`src/rtl/mul8u_share_arb_if.sv`:
```
// Request/response channel bundle for the shared-multiplier arbiter.
// Request side: per-requester valid/ready with 8-bit operands packed 8*i.
// Response side: single valid/ready channel carrying the requester ID and product.
//
// Signals:
//   req_valid [NREQ]   requester -> arbiter, request pending
//   req_ready [NREQ]   arbiter -> requester, grant (one-hot or zero)
//   req_a/req_b        operand A/B, requester i on bits [8i+7:8i]
//   rsp_valid          arbiter -> consumer, response present
//   rsp_ready          consumer -> arbiter, response accepted
//   rsp_id             index of the requester that issued the operation
//   rsp_data           16-bit product
interface mul8u_share_arb_if #(
  parameter int NREQ = 4,
  parameter int IDW  = $clog2(NREQ)
);
  logic [NREQ-1:0]   req_valid;
  logic [NREQ-1:0]   req_ready;
  logic [8*NREQ-1:0] req_a;
  logic [8*NREQ-1:0] req_b;
  logic              rsp_valid;
  logic              rsp_ready;
  logic [IDW-1:0]    rsp_id;
  logic [15:0]       rsp_data;

  // master: requesters plus response consumer
  modport master (
    output req_valid, req_a, req_b, rsp_ready,
    input  req_ready, rsp_valid, rsp_id, rsp_data
  );

  // slave: the arbiter
  modport slave (
    input  req_valid, req_a, req_b, rsp_ready,
    output req_ready, rsp_valid, rsp_id, rsp_data
  );
endinterface

```
`src/rtl/mul8u_share_arb.sv`:
```
// Round-robin arbiter + 2-stage sequencer time-sharing one external 8x8 multiplier.
// Latency: grant edge T loads mul_a/mul_b, response valid after T+1 (2 cycles).
// Backpressure: rsp_ready low holds S2; S1 takes one more op, then all req_ready drop.
//
// Ports:
//   clk, rst         single clock, synchronous active-high reset
//   bus (slave)      request channels and tagged response channel
//   mul_a, mul_b     registered operands to the multiplier cell
//   mul_o            combinational product from the multiplier cell
//   op_count         completed response handshakes, wraps modulo 2^32
module mul8u_share_arb #(
  parameter int NREQ = 4,
  parameter int IDW  = $clog2(NREQ)
) (
  input  logic                clk,
  input  logic                rst,
  mul8u_share_arb_if.slave    bus,
  output logic [7:0]          mul_a,
  output logic [7:0]          mul_b,
  input  logic [15:0]         mul_o,
  output logic [31:0]         op_count
);

  logic [IDW-1:0]    ptr;
  logic              s1_valid;
  logic [IDW-1:0]    s1_id;

  logic              s2_free;
  logic              s1_adv;
  logic              s1_free;
  logic              rsp_fire;
  logic              found;
  logic              grant;
  logic [IDW-1:0]    gnt_idx;
  logic [IDW-1:0]    ptr_nxt;
  logic [IDW:0]      sum;
  logic [IDW:0]      inc;
  logic [2*NREQ-1:0] rv2;
  logic [NREQ-1:0]   rot;
  logic [7:0]        a_sel;
  logic [7:0]        b_sel;

  assign s2_free  = !bus.rsp_valid || bus.rsp_ready;
  assign s1_adv   = s1_valid && s2_free;
  assign s1_free  = !s1_valid || s2_free;
  assign rsp_fire = bus.rsp_valid && bus.rsp_ready;

  // Rotate the request vector so bit 0 is the requester at ptr; the first set
  // bit j then maps back to (ptr + j) mod NREQ.
  assign rv2 = {bus.req_valid, bus.req_valid};

  always_comb begin
    rot     = NREQ'(rv2 >> ptr);
    found   = 1'b0;
    gnt_idx = '0;
    sum     = '0;
    for (int j = 0; j < NREQ; j++) begin
      if (!found && rot[j]) begin
        found = 1'b1;
        sum   = {1'b0, ptr} + (IDW+1)'(j);
        if (sum >= (IDW+1)'(NREQ)) begin
          sum = sum - (IDW+1)'(NREQ);
        end
        gnt_idx = sum[IDW-1:0];
      end
    end
  end

  always_comb begin
    inc     = {1'b0, gnt_idx} + (IDW+1)'(1);
    ptr_nxt = (inc == (IDW+1)'(NREQ)) ? '0 : inc[IDW-1:0];
  end

  // Grant only into a free S1; suppressed while reset is asserted.
  assign grant         = found && s1_free && !rst;
  assign bus.req_ready = grant ? (NREQ'(1) << gnt_idx) : '0;

  always_comb begin
    a_sel = '0;
    b_sel = '0;
    for (int j = 0; j < NREQ; j++) begin
      if (gnt_idx == IDW'(j)) begin
        a_sel = bus.req_a[8*j +: 8];
        b_sel = bus.req_b[8*j +: 8];
      end
    end
  end

  always_ff @(posedge clk) begin
    if (rst) begin
      ptr          <= '0;
      s1_valid     <= 1'b0;
      s1_id        <= '0;
      mul_a        <= '0;
      mul_b        <= '0;
      bus.rsp_valid <= 1'b0;
      bus.rsp_id    <= '0;
      bus.rsp_data  <= '0;
      op_count     <= '0;
    end else begin
      // Operands only move on a grant so the multiplier sees no toggling when idle.
      if (grant) begin
        ptr      <= ptr_nxt;
        s1_id    <= gnt_idx;
        mul_a    <= a_sel;
        mul_b    <= b_sel;
        s1_valid <= 1'b1;
      end else if (s1_adv) begin
        s1_valid <= 1'b0;
      end

      if (s1_adv) begin
        bus.rsp_valid <= 1'b1;
        bus.rsp_id    <= s1_id;
        bus.rsp_data  <= mul_o;
      end else if (rsp_fire) begin
        bus.rsp_valid <= 1'b0;
      end

      if (rsp_fire) begin
        op_count <= op_count + 32'd1;
      end
    end
  end

endmodule
```
`src/flat_wrapper.sv`:
```
// flat-port wrapper written by rule: the top's interface ports become plain ports
module mul8u_share_arb_flat 
#(
  parameter int NREQ = 4,
  parameter int IDW  = $clog2(NREQ)
)
  (clk, rst, mul_a, mul_b, mul_o, op_count, bus_req_valid, bus_req_a, bus_req_b, bus_rsp_ready, bus_req_ready, bus_rsp_valid, bus_rsp_id, bus_rsp_data);
  mul8u_share_arb_if #(.NREQ(NREQ), .IDW(IDW)) bus_i ();
  input  logic clk;
  input  logic rst;
  output logic [7:0] mul_a;
  output logic [7:0] mul_b;
  input  logic [15:0] mul_o;
  output logic [31:0] op_count;
  input wire logic [$bits(bus_i.req_valid)-1:0] bus_req_valid;
  input wire logic [$bits(bus_i.req_a)-1:0] bus_req_a;
  input wire logic [$bits(bus_i.req_b)-1:0] bus_req_b;
  input wire logic [$bits(bus_i.rsp_ready)-1:0] bus_rsp_ready;
  output wire logic [$bits(bus_i.req_ready)-1:0] bus_req_ready;
  output wire logic [$bits(bus_i.rsp_valid)-1:0] bus_rsp_valid;
  output wire logic [$bits(bus_i.rsp_id)-1:0] bus_rsp_id;
  output wire logic [$bits(bus_i.rsp_data)-1:0] bus_rsp_data;
  assign bus_i.req_valid = bus_req_valid;
  assign bus_i.req_a = bus_req_a;
  assign bus_i.req_b = bus_req_b;
  assign bus_i.rsp_ready = bus_rsp_ready;
  assign bus_req_ready = bus_i.req_ready;
  assign bus_rsp_valid = bus_i.rsp_valid;
  assign bus_rsp_id = bus_i.rsp_id;
  assign bus_rsp_data = bus_i.rsp_data;
  mul8u_share_arb #(.NREQ(NREQ), .IDW(IDW)) u_core (.clk(clk), .rst(rst), .bus(bus_i), .mul_a(mul_a), .mul_b(mul_b), .mul_o(mul_o), .op_count(op_count));
endmodule
```
`config.mk`:
```
export PLATFORM = sky130hd
export DESIGN_NAME = mul8u_share_arb_flat
export DESIGN_NICKNAME = d
export VERILOG_FILES = /design/src/rtl/mul8u_share_arb_if.sv /design/src/rtl/mul8u_share_arb.sv /design/src/flat_wrapper.sv
export SDC_FILE = /design/constraint.sdc
export NUM_CORES = 1
export LEC_CHECK = 0
export ABC_AREA = 1
export BUFFER_PORTS_ARGS = -buffer_cell sky130_fd_sc_hd__buf_4
export CORE_UTILIZATION = 53
export DETAILED_ROUTE_END_ITERATION = 7
export GPL_ROUTABILITY_DRIVEN = 0
export HOLD_SLACK_MARGIN = 0.1
export PLACE_DENSITY = 0.95
export REMOVE_ABC_BUFFERS = 1
export SYNTH_ARGS = -nofsm -noshare
export SYNTH_HDL_FRONTEND = slang
export SYNTH_SLANG_ARGS = --single-unit
```
`constraint.sdc`:
```
create_clock -name clk -period 6 [get_ports clk]
set_input_delay 0.9 -clock clk [delete_from_list [all_inputs] [get_ports clk]]
set_output_delay 0.9 -clock clk [all_outputs]
set_load 0.05 [all_outputs]
```
==> impl_metrics.toml, run 1 <==
[status]
outcome = "finished, final reports clean"

[sta]
report.final.slew_viol_count = 0
setup_viol_count_final = 0
final_period_utilization = 0.689
unrepaired_setup_endpoints_after_global_routing = "no"
tns_ns = 0
finalHoldViolations = 0
fmax_ghz = 0.242
relSlewSlack = 0.358
fin_skew_ns = 0.00712
finalCriticalPeriod_ns = 4.13
timing_worst_slew_pin_value_ns = 0.960

[min_path]
min_from = "u_core.mul_a[1]"
worst_hold_path_type = "flip-flop to flip-flop"

[logic_synthesis]
mappedNetlistArea_um2 = 3950
synthesis.yosys.warnings = 0
netlist.area_leader.share = 0.365
synth_sequential_area_ratio = 0.365
ys_seq_elements = 72
synth.area.top_cells = "dfxtp_1, nand2_1, nor2_1"
post_synth.cell_area_avg_um2 = 6.39
synthesis.instances = 618
synth_top_area_cell = "dfxtp_1"
synthDistinctLibCells = 30

[finish]
layout.cells.most_common_list = "nand2_1, buf_4, nor2_1"
drive_gt1_frac = 0.247
num-nets-final = 854
final_common_cell = "nand2_1"
area_delta_synth_final_pct = 34.4
diodes = 0
filler_cells = 596

[place]
port_buffers = 157
detailedPlacementHpwl_um = 8080

[setup_path]
path_class = "flip-flop to output port"
crit_arrival_ns = 3.23
timing.critical_path.to_type = "output port"
worst_setup_path_startpoint = "u_core.ptr[0]"
path_max_fanout = 17
critPathLaunchType = "flip-flop"
critical_path.reg2reg.startpoint = "u_core.ptr[0]"
crit_required_ns = 5.10

[grt]
first_global_vias = 4157
initial_antenna_violation_count = 0
grt_busiest_layer = "met2"
grt_pass1_wl_um = 17200
grt_use_met3 = 0.0616
globalRouteTotalUtil = 0.274
grt.met1_usage = 0.309
grt_max_degree = 55
globalRouteOverflowTotal = 0
grt.met2_usage = 0.496

[detailed_routing]
firstDrtPassIters = 5
routed_wirelength_um = 10600
drt-initial-drc-count = 225
drt-wirelength-per-cell_um = 12.2
drtAntennaViolNets = 0
drt_drc_violations_left = 0
via_count = 4474
via_per_inst = 5.17

[floorplan]
floorplan.die.height_um = 88.3
fp.dieArea_um2 = 7800
io-pin-count = 158
die_w_um = 88.3
floorplan.rows = 31
core_region_area_um2 = 7210
initial_core_util = 0.548

[clock_network]
tritoncts = "done"
clock_buffers_created_by_tritoncts = 9
h-tree-depth = 3
tritoncts_num_sinks = 72
cts_clk_pin_slew_worst_paths_ns = 0.07
cts_hold_buf = 0
post_cts_buffers = 0
worstSkewPairLatency_ns = 0.34
post_cts_resize_count = 0
clock-root-buffer = "clkbuf_8"
cts.path.max_buffers = 2

[pwr]
switching_power_mw = 1.09
total_leakage_power_nw = 2.49
part_of_the_power_in_registers = 0.273
clock_power_share = 0.153
p_comb_frac = 0.574
netSwitchingFraction = 0.488
power_density_nw_per_um2 = 422
max-vdd-ir-drop_mv = 0.421
fin_total_pwr_mw = 2.24
p_int_mw = 1.15

[job]
max_cap_viol_count = 0
## area by class of cell
| cell class | instances | area [µm²] | area share |
|---|---|---|---|
| clock buffer | 12 | 155 | 0.0292 |
| clock inverter | 3 | 17.5 | 0.00330 |
| inverter | 58 | 218 | 0.0410 |
| multi-input combinational | 463 | 2170 | 0.408 |
| sequential | 72 | 1440 | 0.272 |
| tap | 99 | 124 | 0.0233 |
| timing repair buffer | 158 | 1190 | 0.223 |
## worst paths after layout
kind	to	slack, ns	cells after the start
max	bus_req_ready[2]	1.87	10
min	u_core.mul_a[1]	0.47	2
max reg2reg	u_core.mul_a[1]	2.48	15
min reg2reg	u_core.mul_a[1]	0.47	2
## flip-flops by register name, summed over array words and instances, names as in the netlist
signal / flops
u_core.op_count: 32
u_core.bus.rsp_data: 16
u_core.mul_a: 8
u_core.bus.rsp_valid: 1
u_core.s1_id: 2
u_core.bus.rsp_id: 2
u_core.ptr: 2
u_core.s1_valid: 1
u_core.mul_b: 8
## critical path, stage by stage, from the launching register on
cell and delay [ns]:
dfxtp_1 0.55, inv_2 0.12, nand2_1 0.14, nand3_1 0.10
nand2_2 0.15, nand4_1 0.13, o21ai_1 0.32, ha_1 0.59
inv_1 0.36, nor2_1 0.20, buf_4 0.22
## stage by stage
stage	cells	worst slack, ns	cell area, µm²	utilization	hold WS (ns)
after floorplan	593	2.11	3820	-	0.432
after global placement	850	2.11	5130	0.712	0.458
after detailed placement	850	1.93	5130	0.712	0.466
after CTS	865	1.93	5310	0.736	0.478
after global routing	865	1.62	5310	0.736	0.494
final	865	1.87	5310	0.736	0.474
## cells by family after synthesis
kind of cell | count (synthesis) | share of synthesized area
adder cells (fa/ha/maj) | 5 | 0.0158
buffers and inverters | 83 | 0.0868
XOR/XNOR | 5 | 0.0111
flip-flops | 72 | 0.365
AO/OA/AOI/OAI | 111 | 0.153
AND/OR/NAND/NOR | 342 | 0.368
## synth_stat cells
cell type	number
clkbuf_1	10
buf_6	2
o21ai_1	1
nand4_4	1
o21ai_0	51
nor3_2	1
dfxtp_1	72
nor3_4	1
xor2_1	5
nor2_2	2
o211ai_1	16
nor2_4	2
buf_4	2
nor2_1	89
nor3_1	13
buf_1	4
clkinv_1	3
o21a_1	3
inv_2	4
nand2_2	5
nand2_4	1
ha_1	5
nand3b_1	1
a31oi_1	1
nand3_1	44
buf_2	7
nand4_1	8
a21oi_1	39
inv_1	51
nand2_1	174
## per-layer routing
metal  routed length, µm  up-vias
met1                4290     1964
li1                    -     2280
met3                 790       28
met4                 208        0
met5                   0        -
met2                5290      202
## power groups by stage
stage	combinational, mW	clock [mW]	sequential [mW]
6_report	1.29	0.342	0.612
5_1_grt	1.43	0.368	0.623
4_1_cts	1.28	0.347	0.612
3_5_place_dp	1.28	0	0.622
3_3_place_gp	1.24	0	0.619
2_1_floorplan	0.729	0	0.832
No activity file was read; power rests on OpenSTA's default activity.
==> run 2: changes to the inputs <==
- ABC_AREA: 1 -> 0
- CORE_UTILIZATION: 53 -> 47
- PLACE_DENSITY: 0.95 -> 0.9
- clock period: 6 -> 3.85 ns (I/O delays scaled with it)
==> impl_metrics.toml, run 2 <==
[status]
outcome = "finished, final reports clean"

[clock_network]
worstSkewPairLatency_ns = 0.34
clock_buffers_created_by_tritoncts = 9
cts_clk_pin_slew_worst_paths_ns = 0.09
post_cts_resize_count = 0
clock-root-buffer = "clkbuf_8"
tritoncts_num_sinks = 72
cts.path.max_buffers = 2
post_cts_buffers = 0
cts_hold_buf = 0
tritoncts = "done"
h-tree-depth = 3

[finish]
layout.cells.most_common_list = "buf_4, a21oi_1, dfxtp_1"
filler_cells = 610
drive_gt1_frac = 0.318
final_core_util = 0.687
max_flop_register = "u_core.op_count"
num-nets-final = 665
final_common_cell = "buf_4"
area_delta_synth_final_pct = 41.4
largest_reg_flops = 32
diodes = 0
final_area_um2 = 4950
top_registers = "u_core.op_count (32), u_core.bus.rsp_data (16)"

[logic_synthesis]
synth_top_area_cell = "dfxtp_1"
synth_most_common_cell = "a21oi_1"
synthesis.instances = 433
synth.area.top_cells = "dfxtp_1, a21oi_1, nand2_1"
netlist.area_leader.share = 0.411
synthDistinctLibCells = 41
mappedNetlistArea_um2 = 3500
synth_sequential_area_ratio = 0.411
post_synth.cell_area_avg_um2 = 8.09
dominant_synthesized_flop_cell = "dfxtp_1"
ys_seq_elements = 72
synth_top_cells_by_count = "a21oi_1, dfxtp_1, nand2_1"
synthArstFlopShare = 0
synth_enable_flop_cells = 0
synthesis.yosys.warnings = 0

[floorplan]
core_region_area_um2 = 7210
die_w_um = 88.3
initial_core_util = 0.486
fp.dieArea_um2 = 7800
floorplan.rows = 31
io-pin-count = 158
floorplan.die.height_um = 88.3

[detailed_routing]
routed_wirelength_um = 10200
via_count = 3881
firstDrtPassIters = 4
via_per_inst = 5.73
drt-initial-drc-count = 169
drt_drc_violations_left = 0
drt-wirelength-per-cell_um = 15.1
drtAntennaViolNets = 0

[sta]
fin_skew_ns = 0.0115
tns_ns = 0
timing_worst_slew_pin_value_ns = 1.27
finalCriticalPeriod_ns = 3.01
fmax_ghz = 0.332
relSlewSlack = 0.151
final_period_utilization = 0.783
setup_viol_count_final = 0
fin_ws_ns = 0.836
report.final.slew_viol_count = 0
finalHoldViolations = 0
unrepaired_setup_endpoints_after_global_routing = "no"

[grt]
grt_pass1_wl_um = 15900
globalRouteTotalUtil = 0.260
grt_max_degree = 58
first_global_vias = 3546
initial_antenna_violation_count = 0
globalRouteOverflowTotal = 0

[setup_path]
crit_required_ns = 3.27
path_max_fanout = 33
crit_arrival_ns = 2.44
timing.critical_path.to_type = "output port"
critPathLaunchType = "flip-flop"
path_class = "flip-flop to output port"

[place]
detailedPlacementHpwl_um = 7230
dpl-instance-area_um2 = 4700
port_buffers = 157
dp_slack_ns = 0.763

[job]
max_cap_viol_count = 0

[pwr]
total_leakage_power_nw = 2.13
power_density_nw_per_um2 = 426
max-vdd-ir-drop_mv = 0.261

[min_path]
worst_hold_path_type = "flip-flop to flip-flop"
## run 2: cell families (layout without fill, tap and decap cells)
family / count (synthesis) / count (layout) / synth area share
fa+ha+maj: 5 / 5 / 0.0179
xor+xnor: 10 / 10 / 0.0250
simple gates: 138 / 138 / 0.207
compound gates: 151 / 151 / 0.269
mux: 2 / 2 / 0.00607
buf+inv: 55 / 200 / 0.0639
flops: 72 / 72 / 0.411
## run 2: path summary, 6_finish.rpt
kind,startpoint,endpoint,slack [ns],cells after the start
worst max-delay path,u_core.ptr[1],bus_req_ready[2],0.84,8
worst min-delay path,u_core.bus.rsp_data[5],u_core.bus.rsp_data[5],0.46,2
worst max register to register,u_core.ptr[1],u_core.mul_b[5],0.93,9
worst min register to register,u_core.bus.rsp_data[5],u_core.bus.rsp_data[5],0.46,2
## run 2: power breakdown
part           switching [mW]  internal, mW
logic                   0.328         0.204
clock network           0.311         0.440
registers              0.0330         0.793
total                   0.672          1.44
## run 2: per-layer routing
metal | track usage | part of all wire | vias to the layer above
met5 | 0 | 0 | -
met4 | 0.106 | 0.021 | 0
met3 | 0.0560 | 0.080 | 18
met2 | 0.466 | 0.51 | 191
met1 | 0.301 | 0.39 | 1805
li1 | - | - | 1867
## run 2: cell type report
class / instances / area (µm²) / share of cell area
repair buffers: 161 / 1210 / 0.244
inverters: 23 / 86.3 / 0.0174
clock buffers: 9 / 124 / 0.0250
multi-input cells: 306 / 1840 / 0.372
clock inverters: 7 / 128 / 0.0258
flip-flops and latches: 72 / 1440 / 0.291
well taps: 99 / 124 / 0.0250
## run 2: per-stage QoR
stage | hold WS, ns | instances | power (mW)
5_1_grt | 0.462 | 677 | 2.20
4_1_cts | 0.458 | 677 | 2.12
3_3_place_gp | 0.443 | 661 | 1.36
6_report | 0.461 | 677 | 2.11
2_1_floorplan | 0.426 | 401 | 1.17
3_5_place_dp | 0.448 | 661 | 1.37
## run 2: worst max-delay path, stage by stage (launching register included)
cell and delay (ns):
dfxtp_1 0.45, mux2i_1 0.22, nor2_1 0.07, nor3_1 0.37, inv_1 0.15, ha_1 0.23, buf_4 0.23, and2_1 0.18
buf_4 0.18
